File: src/rtl/sram_1p_req_ctrl_if.sv
// Request/response handshake bundle between a client and sram_1p_req_ctrl.
// The master issues requests and consumes responses.
interface sram_1p_req_ctrl_if #(
  parameter int ADDR_WIDTH = 7,
  parameter int DATA_WIDTH = 8
);
  logic                  req_valid;
  logic                  req_ready;
  logic                  req_write;
  logic [ADDR_WIDTH-1:0] req_addr;
  logic [DATA_WIDTH-1:0] req_wdata;
  logic                  resp_valid;
  logic                  resp_ready;
  logic [DATA_WIDTH-1:0] resp_data;

  modport master (
    output req_valid, req_write, req_addr, req_wdata, resp_ready,
    input  req_ready, resp_valid, resp_data
  );

  modport slave (
    input  req_valid, req_write, req_addr, req_wdata, resp_ready,
    output req_ready, resp_valid, resp_data
  );
endinterface

File: src/rtl/sram_1p_req_ctrl.sv
// Request-side controller for a 1-port SRAM macro: init sweep, then
// read/write requests with a credit-limited in-order response FIFO.
module sram_1p_req_ctrl #(
  parameter int                    ADDR_WIDTH = 7,
  parameter int                    DATA_WIDTH = 8,
  parameter int                    RESP_DEPTH = 2,
  parameter bit                    INIT_EN    = 1'b1,
  parameter logic [DATA_WIDTH-1:0] INIT_VALUE = '0
) (
  input  logic                  clock,
  input  logic                  reset,
  sram_1p_req_ctrl_if.slave     bus,
  output logic                  init_done,
  output logic [ADDR_WIDTH-1:0] RW0_addr,
  output logic                  RW0_en,
  output logic                  RW0_wmode,
  output logic [DATA_WIDTH-1:0] RW0_wdata,
  input  logic [DATA_WIDTH-1:0] RW0_rdata
);
  localparam int CW = $clog2(RESP_DEPTH + 1);
  localparam int PW = (RESP_DEPTH > 1) ? $clog2(RESP_DEPTH) : 1;

  typedef enum logic {
    S_INIT,
    S_RUN
  } state_t;

  state_t                state, state_nx;
  logic [ADDR_WIDTH-1:0] init_cnt;
  logic                  inflight;
  logic [CW-1:0]         count;
  logic [PW-1:0]         head, tail;
  logic [DATA_WIDTH-1:0] fifo [RESP_DEPTH];
  logic                  ready, done_nx;
  logic                  credit, accept, rd_acc;
  logic                  push, pop;

  function automatic logic [PW-1:0] nxt(input logic [PW-1:0] p);
    return (32'(p) == RESP_DEPTH - 1) ? '0 : p + PW'(1);
  endfunction

  // Credit counts the read in the macro pipe as already occupying a slot.
  assign credit = (32'(count) + 32'(inflight)) < 32'(RESP_DEPTH);
  assign accept = bus.req_valid & ready;
  assign rd_acc = accept & ~bus.req_write;
  assign push   = inflight;
  assign pop    = (count != '0) & bus.resp_ready;

  assign bus.req_ready  = ready;
  assign bus.resp_valid = (count != '0);
  assign bus.resp_data  = fifo[head];

  always_comb begin
    state_nx  = state;
    done_nx   = init_done;
    ready     = 1'b0;
    RW0_en    = 1'b0;
    RW0_wmode = 1'b0;
    RW0_addr  = '0;
    RW0_wdata = '0;
    // Keep the macro idle while reset is held.
    if (!reset) begin
      unique case (state)
        S_INIT: begin
          RW0_en    = 1'b1;
          RW0_wmode = 1'b1;
          RW0_addr  = init_cnt;
          RW0_wdata = INIT_VALUE;
          if (init_cnt == '1) begin
            state_nx = S_RUN;
            done_nx  = 1'b1;
          end
        end
        S_RUN: begin
          done_nx = 1'b1;
          ready   = init_done & (bus.req_write | credit);
          if (bus.req_valid && ready) begin
            RW0_en    = 1'b1;
            RW0_wmode = bus.req_write;
            RW0_addr  = bus.req_addr;
            RW0_wdata = bus.req_write ? bus.req_wdata : '0;
          end
        end
        default: ;
      endcase
    end
  end

  always_ff @(posedge clock or posedge reset) begin
    if (reset) begin
      state     <= INIT_EN ? S_INIT : S_RUN;
      init_done <= 1'b0;
      init_cnt  <= '0;
      inflight  <= 1'b0;
      count     <= '0;
      head      <= '0;
      tail      <= '0;
      for (int i = 0; i < RESP_DEPTH; i++) fifo[i] <= '0;
    end else begin
      state     <= state_nx;
      init_done <= done_nx;
      inflight  <= rd_acc;
      if (state == S_INIT) init_cnt <= init_cnt + ADDR_WIDTH'(1);
      if (push) begin
        fifo[tail] <= RW0_rdata;
        tail       <= nxt(tail);
      end
      if (pop) head <= nxt(head);
      unique case ({push, pop})
        2'b10:   count <= count + CW'(1);
        2'b01:   count <= count - CW'(1);
        default: count <= count;
      endcase
    end
  end
endmodule

File: src/flat_wrapper.sv
// flat-port wrapper written by rule: the top's interface ports become plain ports
module sram_1p_req_ctrl_flat 
#(
  parameter int                    ADDR_WIDTH = 7,
  parameter int                    DATA_WIDTH = 8,
  parameter int                    RESP_DEPTH = 2,
  parameter bit                    INIT_EN    = 1'b1,
  parameter logic [DATA_WIDTH-1:0] INIT_VALUE = '0
)
  (clock, reset, init_done, RW0_addr, RW0_en, RW0_wmode, RW0_wdata, RW0_rdata, bus_req_valid, bus_req_write, bus_req_addr, bus_req_wdata, bus_resp_ready, bus_req_ready, bus_resp_valid, bus_resp_data);
  sram_1p_req_ctrl_if #(.ADDR_WIDTH(ADDR_WIDTH), .DATA_WIDTH(DATA_WIDTH)) bus_i ();
  input  logic clock;
  input  logic reset;
  output logic init_done;
  output logic [ADDR_WIDTH-1:0] RW0_addr;
  output logic RW0_en;
  output logic RW0_wmode;
  output logic [DATA_WIDTH-1:0] RW0_wdata;
  input  logic [DATA_WIDTH-1:0] RW0_rdata;
  input wire logic [$bits(bus_i.req_valid)-1:0] bus_req_valid;
  input wire logic [$bits(bus_i.req_write)-1:0] bus_req_write;
  input wire logic [$bits(bus_i.req_addr)-1:0] bus_req_addr;
  input wire logic [$bits(bus_i.req_wdata)-1:0] bus_req_wdata;
  input wire logic [$bits(bus_i.resp_ready)-1:0] bus_resp_ready;
  output wire logic [$bits(bus_i.req_ready)-1:0] bus_req_ready;
  output wire logic [$bits(bus_i.resp_valid)-1:0] bus_resp_valid;
  output wire logic [$bits(bus_i.resp_data)-1:0] bus_resp_data;
  assign bus_i.req_valid = bus_req_valid;
  assign bus_i.req_write = bus_req_write;
  assign bus_i.req_addr = bus_req_addr;
  assign bus_i.req_wdata = bus_req_wdata;
  assign bus_i.resp_ready = bus_resp_ready;
  assign bus_req_ready = bus_i.req_ready;
  assign bus_resp_valid = bus_i.resp_valid;
  assign bus_resp_data = bus_i.resp_data;
  sram_1p_req_ctrl #(.ADDR_WIDTH(ADDR_WIDTH), .DATA_WIDTH(DATA_WIDTH), .RESP_DEPTH(RESP_DEPTH), .INIT_EN(INIT_EN), .INIT_VALUE(INIT_VALUE)) u_core (.clock(clock), .reset(reset), .bus(bus_i), .init_done(init_done), .RW0_addr(RW0_addr), .RW0_en(RW0_en), .RW0_wmode(RW0_wmode), .RW0_wdata(RW0_wdata), .RW0_rdata(RW0_rdata));
endmodule
File: config.mk
export PLATFORM = sky130hd
export DESIGN_NAME = sram_1p_req_ctrl_flat
export DESIGN_NICKNAME = d
export VERILOG_FILES = /design/src/rtl/sram_1p_req_ctrl_if.sv /design/src/rtl/sram_1p_req_ctrl.sv /design/src/flat_wrapper.sv
export SDC_FILE = /design/constraint.sdc
export NUM_CORES = 1
export LEC_CHECK = 0
export CAP_MARGIN = 0
export CORE_ASPECT_RATIO = 1.4
export CORE_MARGIN = 4
export CORE_UTILIZATION = 44
export CTS_BUF_LIST = sky130_fd_sc_hd__clkbuf_16
export DETAILED_ROUTE_END_ITERATION = 10
export PLACE_DENSITY = 0.9
export SKIP_LAST_GASP = 1
export SYNTH_ARGS = -nofsm -noshare
export SYNTH_HDL_FRONTEND = slang
export SYNTH_SLANG_ARGS = --single-unit
File: constraint.sdc
create_clock -name clock -period 2.2 [get_ports clock]
set_clock_uncertainty 0.05 [all_clocks]
set_input_delay 0.44 -clock clock [delete_from_list [all_inputs] [get_ports clock]]
set_output_delay 0.44 -clock clock [all_outputs]
set_load 0.03 [all_outputs]
==> impl_metrics.tcl, run 1 <==
set metrics [dict create \
    p_leak_nw 1.03 \
    synth-seq-area-share 0.495 \
    io_buffers 55 \
    period_share 0.992 \
    syn_to_final_growth_pct 49.5 \
    met1_length_um 1250 \
    fill_cells 219 \
    ff2ff_setup_slack_ns 0.51 \
    critPathKind "primary input to output pin" \
    crit_start "reset" \
    synth_largest_area_cell "dfrtp_1" \
    gp_congestion 0.821 \
    syn_inst 130 \
    first_global_vias 1306 \
    fin_crit_ns 2.18 \
    fp-row-count 24 \
    grt_use_total 0.168 \
    crit_end "RW0_wdata[3]" \
    clock_path_buffers 2 \
    drt-initial-drc-count 22 \
    ys_ff_latch 30 \
    ant_nets 0 \
    cts_sinks 30 \
    tightest_slew_ns 0.365 \
    reg2reg_from "u_core.count[0]" \
    timing.hold.ws_ns 0.451 \
    antenna_cells 0 \
    maxUsedRoutingLayer "met4" \
    most-common-layout-cells "29 x dfrtp_1, 28 x clkdlybuf4s50_1, 25 x mux2_2" \
    ff_latch_area_um2 752 \
    vias 1211 \
    synth.avg_cell_area_um2 11.7 \
    nNetsFinal 223 \
    drc 0 \
    routed_wirelength_um 3510 \
    ioPinCount 56 \
    core_area_um2 3210 \
    routed-wl-met3_um 389 \
    layout_commonest_cell "dfrtp_1" \
    dp_hpwl_um 2730 \
    crit_path_start_kind "primary input" \
    fmax_ghz 0.458 \
    numCtsBuffers 5 \
    start_util 0.472 \
    clkTransAtPathRegs_ns 0.05 \
    critical_path_arrival_ns 1.69 \
    grt_max_degree 20 \
    hold_viol 0 \
    via_per_inst 5.20 \
    syn-cell-area_um2 1520 \
    relSlewSlack 0.756 \
    r2r-end "u_core.count[1]" \
    ys.warnings.count 0 \
    die_h_um 77.4 \
    synth_nets 160 \
    clk_latency_ns 0.27 \
    antenna_found_initial 0 \
    layout-drive-gt1-share 0.351 \
    synth_cell_types 30 \
    synth_top_area_share 0.495 \
    critPathRequiredTime_ns 1.71 \
    drv_slew 0 \
    reg2regPathDepth 5 \
    die_w_um 57.6 \
    yosys-top-cells-area "dfrtp_1 50%, mux2_2 19%, xnor2_1 3.5%" \
    drv_cap 0 \
    cts-root-buf "clkbuf_16" \
    setup_violations 0 \
    fin_cells 233 \
    end_kind "output pin" \
    holdCritPathClass "register to register" \
    dr.pass1.iters 4 \
    cts_tree "built" \
    rsz0062_at_grt "yes" \
    worst-path-max-fanout 8 \
    grt_pass1_wl_um 5770 \
    dieArea_um2 4460 \
    wire_per_inst_um 15.1 \
    power.density_nw_per_um2 1290 \
    post-place-cells 225 \
    status "finished, final reports clean" \
    wl_met2_um 1820 \
    overflow 0 \
    ir_worst_vdd_mv 0.846 \
    cts_max_level 2 \
    multi_input_area_um2 741 \
]
power by group:
part / internal [mW] / leakage [nW] / total, mW / switching, mW
Clock: 0.528 / 0.0836 / 0.752 / 0.225
Sequential: 0.803 / 0.358 / 1.02 / 0.219
Combinational: 0.567 / 0.586 / 1.16 / 0.589
Total: 1.90 / 1.03 / 2.93 / 1.03
layout make-up:
cell class / instances / share of cell area
flip-flops and latches: 30 / 0.332
clock inverters: 3 / 0.0177
repair buffers: 60 / 0.238
inverters: 5 / 0.00829
well taps: 39 / 0.0215
multi-input cells: 91 / 0.327
clock buffers: 5 / 0.0552
logic make-up after synthesis:
group,after synthesis,share of synthesized area
DFF,30,0.495
xor gates and xnor gates,11,0.0636
buffers and inverters,9,0.0256
muxes,25,0.186
adders and majority gates,2,0.0165
and+or+nand+nor,41,0.149
AOI/OAI and AO/OA,12,0.0644
metal layers:
metal,GRT usage,up-vias
met5,0,-
met3,0.0880,6
met1,0.157,577
li1,-,573
met4,0.0719,0
met2,0.299,55
Yosys cell counts:
cell and number:
or3_1 1, inv_1 4, buf_2 4, nor3_1 2
a21oi_2 1, nand2_2 1, o211ai_4 1, o211a_1 1
a21oi_1 2, ha_1 2, nand2b_1 3, nor2_2 1
xnor2_1 6, nor2_4 1, o21ai_1 3, nor2b_1 1
dfrtp_1 30, and2_4 1, nand4b_1 2, mux2_2 25
o32ai_1 3, nor2_1 4, nand2_1 12, or2_2 2
inv_2 1, and2_1 8, nand3_1 1, nand4_1 1
xor2_1 5, o22ai_1 1
worst max-delay path, cell delays in order:
cell	delay (ns)
clkdlybuf4s50_1	0.50
nand2b_1	0.26
nor2_4	0.16
and2_1	0.16
buf_4	0.16
repair_timing:
| action | CTS | global route |
|---|---|---|
| resized for setup | 10 | 4 |
| hold buffers | 0 | 0 |
| cloned | 0 | 0 |
| pin swaps | 0 | 1 |
| endpoints found under the setup margin | 18 | 12 |
| setup buffers | 0 | 0 |
stage by stage:
stage	util	setup TNS, ns	worst slack, ns	area (um^2)	total power [mW]
global placement	0.650	-0.00232	-0.00232	2090	2.21
detailed placement	0.650	-0.307	-0.0741	2090	2.27
finish	0.705	0	0.0178	2260	2.93
floorplan	-	0	0.289	1520	1.81
global route	0.705	-0.316	-0.0537	2260	3.10
CTS	0.701	-0.0575	-0.0575	2250	2.97
state kept, by name (all words and copies together) (netlist names):
name	flops
u_core.count	2
u_core.fifo	16
u_core.head	1
u_core.inflight	1
u_core.init_cnt	7
u_core.init_done	1
u_core.state	1
u_core.tail	1
how the worst min path moves through the flow:
stage,end,start,slack (ns),cells past startpoint
finish,u_core.fifo[7],u_core.fifo[7],0.45,1
floorplan,u_core.init_cnt[6],u_core.init_cnt[6],0.41,1
detailed placement,u_core.init_cnt[6],u_core.init_cnt[6],0.44,1
global route,u_core.fifo[7],u_core.fifo[7],0.47,1
global placement,u_core.fifo[3],u_core.fifo[3],0.43,1
CTS,u_core.init_cnt[6],u_core.init_cnt[6],0.45,1
Note: power is estimated with default switching activity, not from simulation.
==> run 2: changes to the inputs <==
- SLEW_MARGIN: unset -> 20
- TNS_END_PERCENT: unset -> 1
==> run 2 against run 1 <==
Net effect: the run now ends with negative setup slack left; setup slack worse by 0.039 ns; non-clock buffer count unchanged; sequential power about the same; clock power about the same; die area unchanged; critical path depth down 3; sequential share of layout area about the same; fmax down 1.8%; final area about the same; register-to-register slack about the same; global-route usage about the same; first-iteration DRC count down 18%; largest power group unchanged.
==> impl_metrics.tcl, run 2 (synthesis results as in run 1) <==
set metrics [dict create \
    status "finished, violations left" \
    violations "negative setup slack" \
    tightest_slew_ns 0.363 \
    die_w_um 57.6 \
    hp-start "u_core.init_cnt[6]" \
    wire_per_inst_um 14.9 \
    vias 1216 \
    cts_setup_buffers 0 \
    dp_hpwl_um 2730 \
    grt_max_degree 20 \
    hold_viol 0 \
    p_leak_nw 1.00 \
    most-common-layout-cells "36 x clkdlybuf4s50_1, 29 x dfrtp_1, 25 x mux2_2" \
    cts_max_level 2 \
    fin_crit_ns 2.22 \
    reg_top3 "u_core.fifo (16), u_core.init_cnt (7), u_core.count (2)" \
    whs_path_depth 1 \
    ff2ff_setup_slack_ns 0.51 \
    first_global_vias 1306 \
    regMostFlops "u_core.fifo" \
    timing.hold.ws_ns 0.451 \
    syn_to_final_growth_pct 49.4 \
    fmax_ghz 0.450 \
    relSlewSlack 0.757 \
    via_per_inst 5.22 \
    clock_path_buffers 2 \
    r2r-end "u_core.count[1]" \
    setup_violations 7 \
    dieArea_um2 4460 \
    post-place-cells 225 \
    nNetsFinal 223 \
    overflow 0 \
    fp-row-count 24 \
    final_core_util 0.704 \
    largest_reg_flops 16 \
    clk_latency_ns 0.27 \
    io_buffers 55 \
    ant_nets 0 \
    grt_pass1_wl_um 5760 \
    hold_path_end "u_core.init_cnt[6]" \
    layout-drive-gt1-share 0.345 \
    critPathTopFamily "buffers and inverters" \
    reg2reg_from "u_core.count[0]" \
    drv_slew 0 \
    ioPinCount 56 \
    crit_chain "mux2_2, clkdlybuf4s50_1" \
    clkTransAtPathRegs_ns 0.05 \
    routed_wirelength_um 3480 \
    dr.pass1.iters 4 \
    layout_commonest_cell "clkdlybuf4s50_1" \
    finalInstanceArea_um2 2260 \
    cp_num_buf_inv 1 \
    crit_slowest_cell "clkdlybuf4s50_1" \
    cts-root-buf "clkbuf_16" \
    start_util 0.472 \
    fill_cells 214 \
    worst-path-max-fanout 9 \
    critPathRequiredTime_ns 1.71 \
    end_kind "output pin" \
    reg2regPathDepth 5 \
    multi_input_area_um2 733 \
    fin_cells 233 \
    drc 0 \
    cts_tree "built" \
    die_h_um 77.4 \
    antenna_cells 0 \
    setup_ws_ns -0.0211 \
    cts_sinks 30 \
    gp_congestion 0.821 \
    rsz0062_at_grt "yes" \
    crit_path_start_kind "register" \
    core_area_um2 3210 \
    cpPeakStageDelay_ns 0.60 \
    critPathKind "register to output pin" \
    period_share 1.01 \
    holdCritPathClass "register to register" \
    critical_path_arrival_ns 1.73 \
    ff_latch_area_um2 752 \
    grt_use_total 0.168 \
    ir_worst_vdd_mv 0.862 \
    place_area_um2 2090 \
    drv_cap 0 \
    antenna_found_initial 0 \
    power.density_nw_per_um2 1330 \
    finalPower_mw 3.00 \
    drt-initial-drc-count 18 \
    numCtsBuffers 5 \
]
==> run 2: worst max path at each step <==
stage / startpoint / end / slack (ns) / depth (start not counted)
after CTS: u_core.head / bus_resp_data[7] / -0.06 / 2
after detailed placement: reset / RW0_addr[5] / -0.07 / 5
final: u_core.head / bus_resp_data[2] / -0.02 / 2
after global placement: reset / RW0_addr[0] / -0.002 / 5
after floorplan: reset / RW0_addr[0] / 0.29 / 2
after global routing: bus_req_write / RW0_wdata[6] / -0.07 / 5
==> run 2: timing repair <==
item	4_1_cts	5_1_grt
hold endpoints to repair	0	0
hold buffers	0	0
cloned	0	0
setup endpoints to repair	18	19
resized for setup	2	2
pin swaps	0	0
==> run 2: layout make-up <==
class	count	area share
tap	39	0.0216
sequential	30	0.332
inverter	5	0.00829
clock inverter	3	0.0177
timing repair buffer	60	0.241
multi-input combinational	91	0.324
clock buffer	5	0.0553
==> run 2: metal layers <==
| layer | part of all wire | global-route usage | up-vias |
|---|---|---|---|
| li1 | - | - | 576 |
| met1 | 0.35 | 0.156 | 575 |
| met2 | 0.51 | 0.299 | 56 |
| met3 | 0.11 | 0.0880 | 9 |
| met4 | 0.022 | 0.0719 | 0 |
| met5 | 0 | 0 | - |
==> run 2: where the power goes <==
part	switching [mW]	internal, mW	leakage [nW]
logic	0.591	0.636	0.560
registers	0.221	0.803	0.358
clock network	0.225	0.528	0.0836
total	1.04	1.97	1.00
==> run 2: through the flow <==
stage                      TNS, ns  setup WS [ns]
after floorplan                  0          0.289
after global placement    -0.00232       -0.00232
final                      -0.0881        -0.0211
after global routing        -0.951        -0.0734
after CTS                   -0.309        -0.0575
after detailed placement    -0.307        -0.0741
